File: config.mk
export PLATFORM = sky130hd
export DESIGN_NAME = adder_bist
export DESIGN_NICKNAME = d
export VERILOG_FILES = /design/src/rtl/adder_bist_pkg.sv /design/src/rtl/adder_bist_ref_add.sv /design/src/rtl/adder_bist.sv
export SDC_FILE = /design/constraint.sdc
export NUM_CORES = 1
export LEC_CHECK = 0
export ABC_AREA = 1
export CAP_MARGIN = 25
export CORE_ASPECT_RATIO = 0.7
export CORE_MARGIN = 8
export CORE_UTILIZATION = 40
export CTS_CLUSTER_SIZE = 12
export DETAILED_ROUTE_END_ITERATION = 6
export GPL_TIMING_DRIVEN = 0
export PLACE_DENSITY = 0.62
export SLEW_MARGIN = 10
export SYNTH_ARGS = -nofsm -noshare
export SYNTH_HDL_FRONTEND = slang
export SYNTH_SLANG_ARGS = --single-unit
File: constraint.sdc
create_clock -name clk -period 2.3 [get_ports clk]
set_clock_uncertainty 0.15 [all_clocks]
set_input_delay 0.46 -clock clk [delete_from_list [all_inputs] [get_ports clk]]
set_output_delay 0.46 -clock clk [all_outputs]
set_load 0.01 [all_outputs]
File: src/rtl/adder_bist_pkg.sv
// adder_bist_pkg: shared FSM state encoding and sizing helper for the adder BIST engine.
//   state_t      : 3-bit state encoding ST_IDLE..ST_DONE
//   settle_cnt_w : width of the settle counter for a given SETTLE
package adder_bist_pkg;

    typedef enum logic [2:0] {
        ST_IDLE  = 3'd0,
        ST_DRIVE = 3'd1,
        ST_WAIT  = 3'd2,
        ST_CHECK = 3'd3,
        ST_DONE  = 3'd4
    } state_t;

    // Settle counter runs 0..SETTLE-1; keep at least one bit so SETTLE<2 still elaborates.
    function automatic int unsigned settle_cnt_w(input int unsigned settle);
        return (settle < 2) ? 1 : $clog2(settle);
    endfunction

endpackage

File: src/rtl/adder_bist_ref_add.sv
// bist_ref_add: reference adder producing the WIDTH+1-bit expected {cout,sum}.
//   i_a, i_b      : operands (WIDTH bits)
//   o_expected_c  : combinational i_a + i_b (WIDTH+1 bits)
module bist_ref_add #(
    parameter int unsigned WIDTH = 4
) (
    input  logic [WIDTH-1:0] i_a,
    input  logic [WIDTH-1:0] i_b,
    output logic [WIDTH:0]   o_expected_c
);

    assign o_expected_c = {1'b0, i_a} + {1'b0, i_b};

endmodule

File: src/rtl/adder_bist.sv
// adder_bist: exhaustive self-test engine for an external WIDTH-bit combinational adder.
// Drives every {b,a} combination, waits SETTLE cycles, compares {cout,sum} with a
// reference sum and reports a saturating error count plus a pass flag.
// Ports:
//   clk, rst           : clock, synchronous active-high reset
//   start              : begin a run (honoured in IDLE or DONE only)
//   busy, done, pass   : run status; pass valid while done
//   err_cnt            : mismatching vectors, saturating at all-ones
//   dut_a, dut_b       : registered operands to the adder
//   dut_sum, dut_cout  : adder response
//   fail_a, fail_b     : first failing operands (only with ADDER_BIST_FIRST_FAIL_EN)
// Macro: ADDER_BIST_FIRST_FAIL_EN enables first-failure capture.
module adder_bist
    import adder_bist_pkg::*;
#(
    parameter int unsigned WIDTH  = 4,
    parameter int unsigned SETTLE = 2,
    parameter int unsigned ERRW   = 8
) (
    input  logic              clk,
    input  logic              rst,
    input  logic              start,
    output logic              busy,
    output logic              done,
    output logic              pass,
    output logic [ERRW-1:0]   err_cnt,
    output logic [WIDTH-1:0]  dut_a,
    output logic [WIDTH-1:0]  dut_b,
    input  logic [WIDTH-1:0]  dut_sum,
    input  logic              dut_cout
`ifdef ADDER_BIST_FIRST_FAIL_EN
    ,
    output logic [WIDTH-1:0]  fail_a,
    output logic [WIDTH-1:0]  fail_b
`endif
);

    localparam int unsigned    VW          = 2 * WIDTH;
    localparam int unsigned    CW          = settle_cnt_w(SETTLE);
    localparam logic [ERRW-1:0] ERR_SAT    = '1;
    localparam logic [CW-1:0]  SETTLE_LAST = CW'((SETTLE == 0) ? 0 : SETTLE - 1);

    state_t            r_state;
    logic [VW-1:0]     r_vec;
    logic [CW-1:0]     r_settle;
    logic              r_busy;
    logic              r_done;
    logic              r_pass;
    logic [ERRW-1:0]   r_err_cnt;
    logic [WIDTH-1:0]  r_dut_a;
    logic [WIDTH-1:0]  r_dut_b;

    logic [WIDTH:0]    w_expected;
    logic              w_mismatch;
    logic [ERRW-1:0]   w_err_next;

    bist_ref_add #(.WIDTH(WIDTH)) u_ref (
        .i_a          (r_dut_a),
        .i_b          (r_dut_b),
        .o_expected_c (w_expected)
    );

    // Error count as it will stand after the current CHECK cycle.
    assign w_mismatch = ({dut_cout, dut_sum} != w_expected);
    assign w_err_next = (w_mismatch && (r_err_cnt != ERR_SAT)) ? r_err_cnt + ERRW'(1) : r_err_cnt;

`ifdef ADDER_BIST_FIRST_FAIL_EN
    logic [WIDTH-1:0]  r_fail_a;
    logic [WIDTH-1:0]  r_fail_b;

    // err_cnt still zero means this is the run's first mismatch; it never wraps back to zero.
    always_ff @(posedge clk) begin
        if (rst) begin
            r_fail_a <= '0;
            r_fail_b <= '0;
        end else if ((r_state == ST_IDLE || r_state == ST_DONE) && start) begin
            r_fail_a <= '0;
            r_fail_b <= '0;
        end else if (r_state == ST_CHECK && w_mismatch && r_err_cnt == '0) begin
            r_fail_a <= r_dut_a;
            r_fail_b <= r_dut_b;
        end
    end

    assign fail_a = r_fail_a;
    assign fail_b = r_fail_b;
`endif

    // Run sequencer: one DRIVE, SETTLE WAITs and one CHECK per vector.
    always_ff @(posedge clk) begin
        if (rst) begin
            r_state   <= ST_IDLE;
            r_vec     <= '0;
            r_settle  <= '0;
            r_busy    <= 1'b0;
            r_done    <= 1'b0;
            r_pass    <= 1'b0;
            r_err_cnt <= '0;
            r_dut_a   <= '0;
            r_dut_b   <= '0;
        end else begin
            case (r_state)
                ST_IDLE, ST_DONE: begin
                    if (start) begin
                        r_vec     <= '0;
                        r_err_cnt <= '0;
                        r_busy    <= 1'b1;
                        r_done    <= 1'b0;
                        r_pass    <= 1'b0;
                        r_state   <= ST_DRIVE;
                    end
                end
                ST_DRIVE: begin
                    r_dut_a  <= r_vec[WIDTH-1:0];
                    r_dut_b  <= r_vec[VW-1:WIDTH];
                    r_settle <= '0;
                    r_state  <= (SETTLE == 0) ? ST_CHECK : ST_WAIT;
                end
                ST_WAIT: begin
                    if (r_settle == SETTLE_LAST) begin
                        r_state <= ST_CHECK;
                    end else begin
                        r_settle <= r_settle + CW'(1);
                    end
                end
                ST_CHECK: begin
                    r_err_cnt <= w_err_next;
                    if (&r_vec) begin
                        r_busy  <= 1'b0;
                        r_done  <= 1'b1;
                        r_pass  <= (w_err_next == '0);
                        r_state <= ST_DONE;
                    end else begin
                        r_vec   <= r_vec + VW'(1);
                        r_state <= ST_DRIVE;
                    end
                end
                default: r_state <= ST_IDLE;
            endcase
        end
    end

    assign busy    = r_busy;
    assign done    = r_done;
    assign pass    = r_pass;
    assign err_cnt = r_err_cnt;
    assign dut_a   = r_dut_a;
    assign dut_b   = r_dut_b;

endmodule

-- After elaboration in Yosys (flattened, before gate mapping)
Index checks and enable logic that the tools add are counted.
- input bits: 8
- memories: 0
- bits in read-only memories: 0
- bits in registers: 31
- bits in writable memories: 0
- bits in latches: 0
- shift operators: 0
- eq/ne operators: 10
- muxes and demuxes: 19
- $lt $le $gt $ge: 0
- div/mod/pow operators: 0
- add/sub/neg operators: 4
- $mul: 0
- bitwise operators: 0
- reductions and logical operators: 11
- operator list (cell ; count):
    8-bit case mux with 2 select lines ; 2
    8-bit two-way mux ; 3
    8-bit by 1-bit adder with 8-bit output (second input constant) ; 2
    3-bit case mux with 4 select lines ; 1
    3-bit two-way mux ; 3
    8-bit logical NOT ; 1
    2-bit != test (second input constant) ; 4
    8-bit != test (second input constant) ; 1
    1-bit case mux with 2 select lines ; 4
    8-bit AND reduction ; 1
    3-bit by 2-bit == test with 1-bit output (second input constant) ; 2
    1-bit two-way mux ; 6
    3-bit AND reduction ; 2
    4-bit by 4-bit adder with 5-bit output ; 1
    5-bit != test ; 1
    2-bit AND reduction ; 2
    2-bit nonzero test ; 2
    3-bit by 1-bit == test with 1-bit output (second input constant) ; 1
    3-bit == test (second input constant) ; 1
    3-bit logical NOT ; 1
    2-bit OR reduction ; 1
    1-bit adder (second input constant) ; 1
    1-bit logical AND ; 1

-- Logic depth before layout (Yosys ltp)
Gate-level depths: netlist of run 1.
- word-level depth: 7
- mapped depth: 18
- mapped depth without buffers: 17

-- Cells and area by module
Synthesis of run 1 repeated with hierarchy kept, for this count alone.
- cells, all modules: 278
- area, all modules: 1884.3 um^2
- modules (own cells, without submodules) (module ; cells an instance ; instances ; area each (um^2)):
    adder_bist ; 253 ; 1 ; 1726.7
    bist_ref_add ; 25 ; 1 ; 157.7

-- Worst setup path before layout of run 1
Ideal clock, no wire load.
- path kind: register to register
- from: register r_dut_a[0], in the netlist dut_a[0]
- to: register r_pass, in the netlist pass
- setup slack: 0.096 ns
- path buffers: 1
- stages on the path, launching flop included: 15
- data required time: 2.085 ns
- setup time: 0.065 ns
- data arrival time: 1.989 ns
- cell sequence: dfxtp_1 > ha_1 > fa_1 > xnor2_1 > nand2_1 > nor2_1 > nand3_1 > buf_6 > nand3_1 > nand2_1 > nor2_1 > nand2_1 > nor2_1 > nor2_1 > nor2_1
- word-level cells in the longest chain between the ends: 7
- RTL lines (element ; RTL line ; RTL):
    start, declared ; adder_bist.sv:50 ; logic [WIDTH-1:0] r_dut_a;
    start signal, assigned ; adder_bist.sv:114 ; r_dut_a <= r_vec[WIDTH-1:0];
    4-bit by 4-bit adder with 5-bit output ; adder_bist_ref_add.sv:12 ; assign o_expected_c = {1'b0, i_a} + {1'b0, i_b};
    5-bit != test ; adder_bist.sv:64 ; assign w_mismatch = ({dut_cout, dut_sum} != w_expected);
    1-bit logical AND ; adder_bist.sv:65 ; assign w_err_next = (w_mismatch && (r_err_cnt != ERR_SAT)) ? r_err_cnt + ERRW'(1) : r_err_cnt;
    8-bit two-way mux ; adder_bist.sv:65 ;
    8-bit logical NOT ; adder_bist.sv:131 ; r_pass <= (w_err_next == '0);
    1-bit two-way mux ; adder_bist.sv:128 ; if (&r_vec) begin
    1-bit case mux with 2 select lines ; adder_bist.sv:102 ; case (r_state)
    end signal, assigned ; adder_bist.sv:131 ;
    end, declared ; adder_bist.sv:48 ; logic r_pass;
Every way passes these cells. The select of a mux whose other input is x is not followed.
A chain may end at the register's enable or synchronous reset.

-- Worst setup path after layout of run 1
Ends and elaborated chain as after synthesis.

==> flow_metrics.env, run 1 <==
export IMPL_outcome="finished with violations"
export IMPL_violations="negative setup slack"
export IMPL_fillers=440
export IMPL_cts_tree="done"
export IMPL_die_w_um=96.5
export IMPL_hold_violations=0
export IMPL_max_stage_delay_ps=520
export IMPL_relSlewSlack_pct=67.9
export IMPL_path_delay_family="simple AND/OR/NAND/NOR gates"
export IMPL_syn_nets=281
export IMPL_pwr_share_clk_pct=30.4
export IMPL_first_global_vias=1490
export IMPL_period_minus_slack_ps=2430
export IMPL_endpoint_kind="register"
export IMPL_ys_flop_type="dfxtp_1"
export IMPL_setup_viol=1
export IMPL_synth_top_cell_by_area="dfxtp_1"
export IMPL_num_nets_final=314
export IMPL_slew_viol_final=0
export IMPL_path_buf_inv=1
export IMPL_swShare_pct=33.8
export IMPL_vias=1748
export IMPL_num_io_pins=27
export IMPL_hpwl_mm=3.27
export IMPL_cts_reportedPaths_clkPinSlew_ps=70
export IMPL_ys_ff_latch=31
export IMPL_hold_worst_slack_ps=320
export IMPL_ys_types=33
export IMPL_synth_top_area_share_pct=34.2
export IMPL_synth_area_um2=1820
export IMPL_place_congestion=0.872
export IMPL_start_util_pct=41.7
export IMPL_peakVddDrop_uv=405
export IMPL_ys_seq_area_share_pct=34.2
export IMPL_wl_per_cell_um=12.2
export IMPL_synth_edf_count=0
export IMPL_post_cts_buffers=0
export IMPL_grt_overflow_total=0
export IMPL_ys_warn_count=0
export IMPL_wirelength_mm=4.32
export IMPL_worstPathMaxFanout=5
export IMPL_grt_max_degree=11
export IMPL_layout_common_cells="nand2_1 (67), inv_1 (40), dfxtp_1 (29)"
export IMPL_async_reset_ff_share_pct=0
export IMPL_ant_nets=0
export IMPL_htreeDepth=2
export IMPL_hold_path_class="reg -> reg"
export IMPL_n_antenna_cell=0
export IMPL_drive_gt1_share_pct=12.7
export IMPL_critPathKind="reg -> reg"
export IMPL_p_leak_nw=0.918
export IMPL_cp_required_ps=2370
export IMPL_ctsLongestPathBuffers=2
export IMPL_routed_via_density=4.92
export IMPL_worst_slack_ps=-125
export IMPL_syn_area_per_cell_um2=6.83
export IMPL_firstDrtPassIters=4
export IMPL_core_um2=4350
export IMPL_power_density_nw_per_um2=798
export IMPL_grt_usage_pct=12.5
export IMPL_cts_buffers=5
export IMPL_critPathSlowestCell="fa_2"
export IMPL_root_buffer="clkbuf_8"
export IMPL_fin_crit_sh_pct=105
export IMPL_p_sw_uw=618
export IMPL_drc=0
export IMPL_tightest_slew_ps=481
export IMPL_synth_cells=266
export IMPL_die_area_um2=6980
export IMPL_post_place_ws_ps=-169
export IMPL_pwr_share_comb_pct=32.7
export IMPL_clk_latency_ps=290
export IMPL_cts_hold_buf=0
export IMPL_cts_num_sinks=31
export IMPL_rows=20
export IMPL_max_cap_violations=0
export IMPL_start_kind="register"
export IMPL_critPathArrivalTime_ps=2490
export IMPL_die_h_um=72.4
export IMPL_internal_power_mw=1.21
export IMPL_rsz0062_at_grt="yes"
export IMPL_post_route_util_pct=52.6
export IMPL_antenna_found_initial=0
export IMPL_final_common_cell="nand2_1"
export IMPL_syn_to_final_growth_pct=26.3
export IMPL_seqPwrFrac_pct=36.9
export IMPL_ys_top_cells_by_area="dfxtp_1 (34%), nand2_1 (14%), inv_1 (8.3%)"
export IMPL_crit_chain="ha_4, fa_2, xnor2_1, nand2_1, nor2_2, nand3_2, buf_4, nand2_1, nand3_1, nor2_1, nand2_1, nor2_2, nor2_1, nor2_1"
export IMPL_portBuffers=25
export IMPL_max_freq_mhz=412
export IMPL_grt_pass1_wl_mm=6.90
export IMPL_drt_iter0_drc=131
layer usage:
| metal | part of all wire, % | track usage, % | vias up | routed length, um |
|---|---|---|---|---|
| li1 | - | - | 918 | - |
| met1 | 53 | 18.3 | 776 | 2270 |
| met2 | 39 | 16.4 | 48 | 1680 |
| met3 | 6.9 | 3.61 | 6 | 298 |
| met4 | 1.6 | 5.02 | 0 | 67 |
| met5 | 0 | 0 | - | 0 |
cells by family after synthesis:
logic type                 share of synthesized area [%]
AOI/OAI and AO/OA                                   11.4
DFF                                                 34.2
and+or+nand+nor                                     35.0
adders and majority gates                           5.24
buffers and inverters                               11.8
xor gates and xnor gates                            2.41
per-stage QoR:
step	instance area [um^2]	instances	TNS, ps	total power, mW
5_1_grt	2290	355	-262	1.95
6_report	2290	355	-125	1.83
4_1_cts	2280	354	-90.3	1.83
3_5_place_dp	2130	346	-193	1.25
3_3_place_gp	2130	346	-151	1.25
2_1_floorplan	1820	266	0	1.05
flip-flops by register name, indices dropped and copies added (netlist names):
name	cells
pass	1
r_settle	1
r_vec	8
done	1
dut_b	4
err_cnt	8
r_state	3
busy	1
dut_a	4
cells in the mapped netlist, types with 3 or more instances:
cell       n
nand2_1   68
inv_1     40
dfxtp_1   31
a21oi_1   26
nand3_1   20
nor2_1    17
o21ai_0   12
nor3_1     7
ha_1       6
clkbuf_1   4
inv_2      4
nand3_2    3
xnor2_1    3
power by group through the flow:
| stage | Combinational, mW | Clock [mW] | Sequential [mW] |
|---|---|---|---|
| 2_1_floorplan | 0.362 | 0 | 0.686 |
| 3_3_place_gp | 0.569 | 0 | 0.676 |
| 3_5_place_dp | 0.574 | 0 | 0.675 |
| 4_1_cts | 0.593 | 0.570 | 0.672 |
| 5_1_grt | 0.676 | 0.588 | 0.685 |
| 6_report | 0.597 | 0.557 | 0.675 |
final cells by class:
cell class | count | area (um^2) | share of cell area, %
Buffer | 6 | 37.5 | 1.64
Clock buffer | 6 | 82.6 | 3.60
Sequential cell | 31 | 626 | 27.3
Multi-Input combinational cell | 183 | 1010 | 44.0
Clock inverter | 2 | 35.0 | 1.53
Tap cell | 55 | 68.8 | 3.00
Inverter | 46 | 176 | 7.70
Timing Repair Buffer | 26 | 258 | 11.2
repair_timing:
item                                    4_1_cts  5_1_grt
endpoints found under the setup margin        2        2
gates cloned                                  0        1
pin swaps                                     3        4
gates resized for setup                       7        4
worst reg2reg max path: stages (launching register included):
cell and delay, ps:
dfxtp_4 360, ha_4 160, fa_2 530, xnor2_1 110, nand2_1 80, nor2_2 90, nand3_2 130, buf_4 190
nand2_1 80, nand3_1 80, nor2_1 90, nand2_1 70, nor2_2 120, nor2_1 50, nor2_1 80
final timing paths:
kind / from / to / slack (ps) / cells past startpoint
worst min-delay path: dut_a[3] / dut_a[3] / 320 / 2
worst max-delay path: dut_a[0] / pass / -130 / 14
worst max register to register: dut_a[0] / pass / -130 / 14
worst min register to register: dut_a[3] / dut_a[3] / 320 / 2
(Power assumes the default switching activity.)
==> run 2: changes to the inputs <==
- TNS_END_PERCENT: not set -> 5
==> run 2 against run 1 <==
The flow still finishes with violations (negative setup slack). Hold slack hardly changed. Sequential power hardly changed. Global-route usage stayed put. Fmax hardly changed. Design area stayed put. First-iteration DRC count is 6.1% lower. Combinational power hardly changed. Register-to-register slack hardly changed. Sequential share of layout area stayed put. Via count is 0.63% lower.
==> flow_metrics.env, run 2 (synthesis gave the netlist of run 1 again) <==
export IMPL_outcome="finished with violations"
export IMPL_violations="negative setup slack"
export IMPL_grt_usage_pct=12.5
export IMPL_hold_violations=0
export IMPL_firstDrtPassIters=4
export IMPL_worst_slack_ps=-126
export IMPL_clk_latency_ps=290
export IMPL_max_cap_violations=0
export IMPL_worstPathMaxFanout=5
export IMPL_path_delay_family="simple AND/OR/NAND/NOR gates"
export IMPL_cts_num_sinks=31
export IMPL_ctsLongestPathBuffers=2
export IMPL_start_kind="register"
export IMPL_antenna_found_initial=0
export IMPL_cp_required_ps=2370
export IMPL_ant_nets=0
export IMPL_hold_path_class="reg -> reg"
export IMPL_core_um2=4350
export IMPL_first_global_vias=1490
export IMPL_portBuffers=25
export IMPL_num_nets_final=314
export IMPL_p_leak_nw=0.918
export IMPL_critPathArrivalTime_ps=2500
export IMPL_layout_common_cells="nand2_1 (67), inv_1 (40), dfxtp_1 (29)"
export IMPL_rsz0062_at_grt="yes"
export IMPL_critPathSlowestCell="fa_2"
export IMPL_cts_hold_buf=0
export IMPL_syn_to_final_growth_pct=26.3
export IMPL_power_density_nw_per_um2=797
export IMPL_setup_viol=1
export IMPL_post_cts_buffers=0
export IMPL_rows=20
export IMPL_hpwl_mm=3.27
export IMPL_grt_pass1_wl_mm=6.90
export IMPL_post_place_ws_ps=-169
export IMPL_cts_buffers=5
export IMPL_max_freq_mhz=412
export IMPL_die_h_um=72.4
export IMPL_path_buf_inv=1
export IMPL_vias=1737
export IMPL_die_area_um2=6980
export IMPL_routed_via_density=4.89
export IMPL_tightest_slew_ps=500
export IMPL_drive_gt1_share_pct=12.7
export IMPL_peakVddDrop_uv=405
export IMPL_slew_viol_final=0
export IMPL_n_antenna_cell=0
export IMPL_final_common_cell="nand2_1"
export IMPL_endpoint_kind="register"
export IMPL_grt_max_degree=11
export IMPL_drt_iter0_drc=123
export IMPL_num_io_pins=27
export IMPL_wl_per_cell_um=12.2
export IMPL_htreeDepth=2
export IMPL_critPathKind="reg -> reg"
export IMPL_start_util_pct=41.7
export IMPL_root_buffer="clkbuf_8"
export IMPL_post_route_util_pct=52.6
export IMPL_period_minus_slack_ps=2430
export IMPL_drc=0
export IMPL_fin_crit_sh_pct=105
export IMPL_cts_reportedPaths_clkPinSlew_ps=70
export IMPL_crit_chain="ha_4, fa_2, xnor2_1, nand2_1, nor2_2, nand3_2, buf_4, nand2_1, nand3_1, nor2_1, nand2_1, nor2_2, nor2_1, nor2_1"
export IMPL_place_congestion=0.872
export IMPL_cts_tree="done"
export IMPL_relSlewSlack_pct=66.7
export IMPL_grt_overflow_total=0
export IMPL_wirelength_mm=4.32
export IMPL_max_stage_delay_ps=520
export IMPL_die_w_um=96.5
run 2: stage by stage:
step / hold WS [ps] / setup TNS (ps) / power, mW / cells / cell area (um^2)
2_1_floorplan: 292 / 0 / 1.05 / 266 / 1820
3_3_place_gp: 308 / -151 / 1.25 / 346 / 2130
3_5_place_dp: 313 / -193 / 1.25 / 346 / 2130
4_1_cts: 324 / -90.3 / 1.83 / 354 / 2280
5_1_grt: 348 / -262 / 1.95 / 355 / 2290
6_report: 320 / -126 / 1.83 / 355 / 2290
run 2: what timing repair did:
action / CTS / global route
pin swaps: 3 / 4
gates cloned: 0 / 1
resized for setup: 7 / 4
setup endpoints to repair: 2 / 2
run 2: tightest hold or removal path, delay by kind of cell (launching register included):
kind,cells,cell delay [ps]
DFF,1,330
buffers and inverters,1,50
AOI/OAI and AO/OA,1,50
run 2: area by class of cell:
cell class,instances,area [um^2]
repair buffers,26,258
well taps,55,68.8
flip-flops and latches,31,626
fillers,440,2060
clock inverters,2,35.0
plain buffers,6,37.5
inverters,46,176
multi-input cells,183,1010
clock buffers,6,82.6
run 2: power by group:
part	total [mW]	switching [mW]	leakage, nW	internal, mW
clock	0.555	0.205	0.0612	0.350
combinational	0.597	0.343	0.604	0.254
sequential	0.675	0.0682	0.253	0.607
total	1.83	0.616	0.918	1.21
run 2: routing by layer:
metal  GRT usage, %  part of all wire, %  routed length [um]
met4           5.02                  1.5                  66
met5              0                    0                   0
met2           16.4                   39                1680
met3           3.61                  7.1                 308
met1           18.3                   53                2270
run 2: worst paths after layout:
| path | slack [ps] | start | cells after the start | endpoint |
|---|---|---|---|---|
| min | 320 | dut_a[3] | 2 | dut_a[3] |
| min reg2reg | 320 | dut_a[3] | 2 | dut_a[3] |
| max | -130 | dut_a[0] | 14 | pass |
| max reg2reg | -130 | dut_a[0] | 14 | pass |
==> run 3: changes to the inputs <==
- CORE_MARGIN: 8 -> 1
==> run 3 against run 2 <==
The flow still finishes with violations (negative setup slack). Global-route usage up 6.4 points. Routed wire length down 5.9%. Sequential power down 0.7%. Sequential cell count unchanged. Register-to-register slack better by 20 ps. Fmax up 0.80%. Clock power down 17%. Core utilization down 0.086 points. Worst setup slack better by 19 ps. Critical path depth unchanged.
==> flow_metrics.env, run 3 (synthesis gave the netlist of run 1 again) <==
export IMPL_endpoint_kind="register"
export IMPL_portBuffers=25
export IMPL_num_io_pins=27
export IMPL_cts_num_sinks=31
export IMPL_n_antenna_cell=0
export IMPL_final_common_cell="nand2_1"
export IMPL_start_util_pct=41.7
export IMPL_grt_overflow_total=0
export IMPL_die_w_um=82.5
export IMPL_critPathArrivalTime_ps=2480
export IMPL_cp_startpoint="dut_a[0]"
export IMPL_max_cap_violations=0
export IMPL_grt_usage_pct=18.9
export IMPL_antenna_found_initial=0
export IMPL_rsz0062_at_grt="yes"
export IMPL_hp_start="dut_a[3]"
export IMPL_cts_tree="done"
export IMPL_relSlewSlack_pct=66.6
export IMPL_hpwl_mm=3.14
export IMPL_tightest_slew_ps=501
export IMPL_clk_latency_ps=280
export IMPL_start_kind="register"
export IMPL_num_nets_final=316
export IMPL_vias=1734
export IMPL_violations="negative setup slack"
export IMPL_worstPathMaxFanout=5
export IMPL_holdPathStages=2
export IMPL_critPathKind="reg -> reg"
export IMPL_firstDrtPassIters=5
export IMPL_wl_per_cell_um=11.4
export IMPL_wirelength_mm=4.06
export IMPL_outcome="finished with violations"
export IMPL_post_route_util_pct=52.6
export IMPL_setup_viol=1
export IMPL_die_area_um2=4820
export IMPL_place_congestion=0.882
export IMPL_layout_common_cells="nand2_1 (67), inv_1 (40), dfxtp_1 (29)"
export IMPL_ctsLongestPathBuffers=2
export IMPL_htreeDepth=2
export IMPL_drt_iter0_drc=131
export IMPL_cts_buffers=5
export IMPL_period_minus_slack_ps=2410
export IMPL_core_um2=4350
export IMPL_routed_via_density=4.86
export IMPL_cp_required_ps=2370
export IMPL_fin_crit_sh_pct=105
export IMPL_max_freq_mhz=415
export IMPL_die_h_um=58.4
export IMPL_cts_reportedPaths_clkPinSlew_ps=60
export IMPL_grt_max_degree=11
export IMPL_rr_worst_depth=14
export IMPL_hold_worst_slack_ps=326
export IMPL_syn_to_final_growth_pct=26.1
export IMPL_root_buffer="clkbuf_8"
export IMPL_grt_pass1_wl_mm=6.78
export IMPL_fillers=452
export IMPL_worst_slack_ps=-107
export IMPL_power_density_nw_per_um2=760
export IMPL_drc=0
export IMPL_hold_path_class="reg -> reg"
export IMPL_r2r_start="dut_a[0]"
export IMPL_hold_violations=0
export IMPL_p_leak_nw=0.921
export IMPL_rows=20
export IMPL_first_global_vias=1442
export IMPL_ant_nets=0
export IMPL_cts_hold_buf=0
export IMPL_drive_gt1_share_pct=12.6
export IMPL_slew_viol_final=0
export IMPL_peakVddDrop_uv=407
[run 3: changes by cell type in the layout (fill, tap and decap cells not counted), sizes merged]
| cell | before | now |
|---|---|---|
| bufinv | 1 | 0 |
| clkinv | 2 | 1 |
| buf | 3 | 5 |
| clkbuf | 10 | 12 |
[run 3: timing repair]
item,4_1_cts,5_1_grt
setup buffers,2,0
resized for setup,9,1
pin swaps,7,1
endpoints found under the setup margin,1,2
cloned,1,0
[run 3: layout make-up]
type / instances / area, um^2 / area share [%]
Tap cell: 55 / 68.8 / 3.01
Multi-Input combinational cell: 183 / 1010 / 44.0
Clock buffer: 8 / 100 / 4.37
Sequential cell: 31 / 623 / 27.2
Inverter: 46 / 176 / 7.71
Buffer: 6 / 37.5 / 1.64
Timing Repair Buffer: 28 / 277 / 12.1
[run 3: stage by stage]
step | setup WS [ps] | setup TNS (ps) | instances | total power, mW | cell area [um^2]
detailed placement | -151 | -151 | 346 | 1.25 | 2130
CTS | -128 | -128 | 357 | 1.76 | 2290
global placement | -125 | -125 | 346 | 1.24 | 2130
finish | -107 | -107 | 357 | 1.74 | 2290
floorplan | 95.7 | 0 | 266 | 1.05 | 1820
global route | -228 | -228 | 357 | 1.86 | 2290
[run 3: per-layer routing]
metal	GRT usage (%)	vias to the layer above	share of wire, %
met5	0	-	0
li1	-	926	-
met1	30.3	762	56
met2	23.4	44	38
met3	4.19	2	5.9
met4	8.13	0	0.47
[run 3: path summary, 6_finish.rpt]
path / slack (ps) / end
worst max register to register: -110 / pass
worst max-delay path: -110 / pass
worst min register to register: 330 / dut_a[3]
worst min-delay path: 330 / dut_a[3]
[run 3: power breakdown]
group          switching, mW  internal, mW  total [mW]
sequential            0.0642         0.605       0.670
combinational          0.339         0.266       0.605
clock                  0.191         0.273       0.463
total                  0.595          1.14        1.74
[run 3: worst max-delay path: stages (launching register included)]
cell and delay, ps:
dfxtp_2 340, ha_4 160, fa_2 540, xnor2_1 110
nand2_1 60, nor2_1 110, nand3_2 130, buf_6 160
nand3b_1 80, nand2_1 80, inv_1 70, nand4_1 90
nor2_2 140, nor2_1 50, nor2_1 80
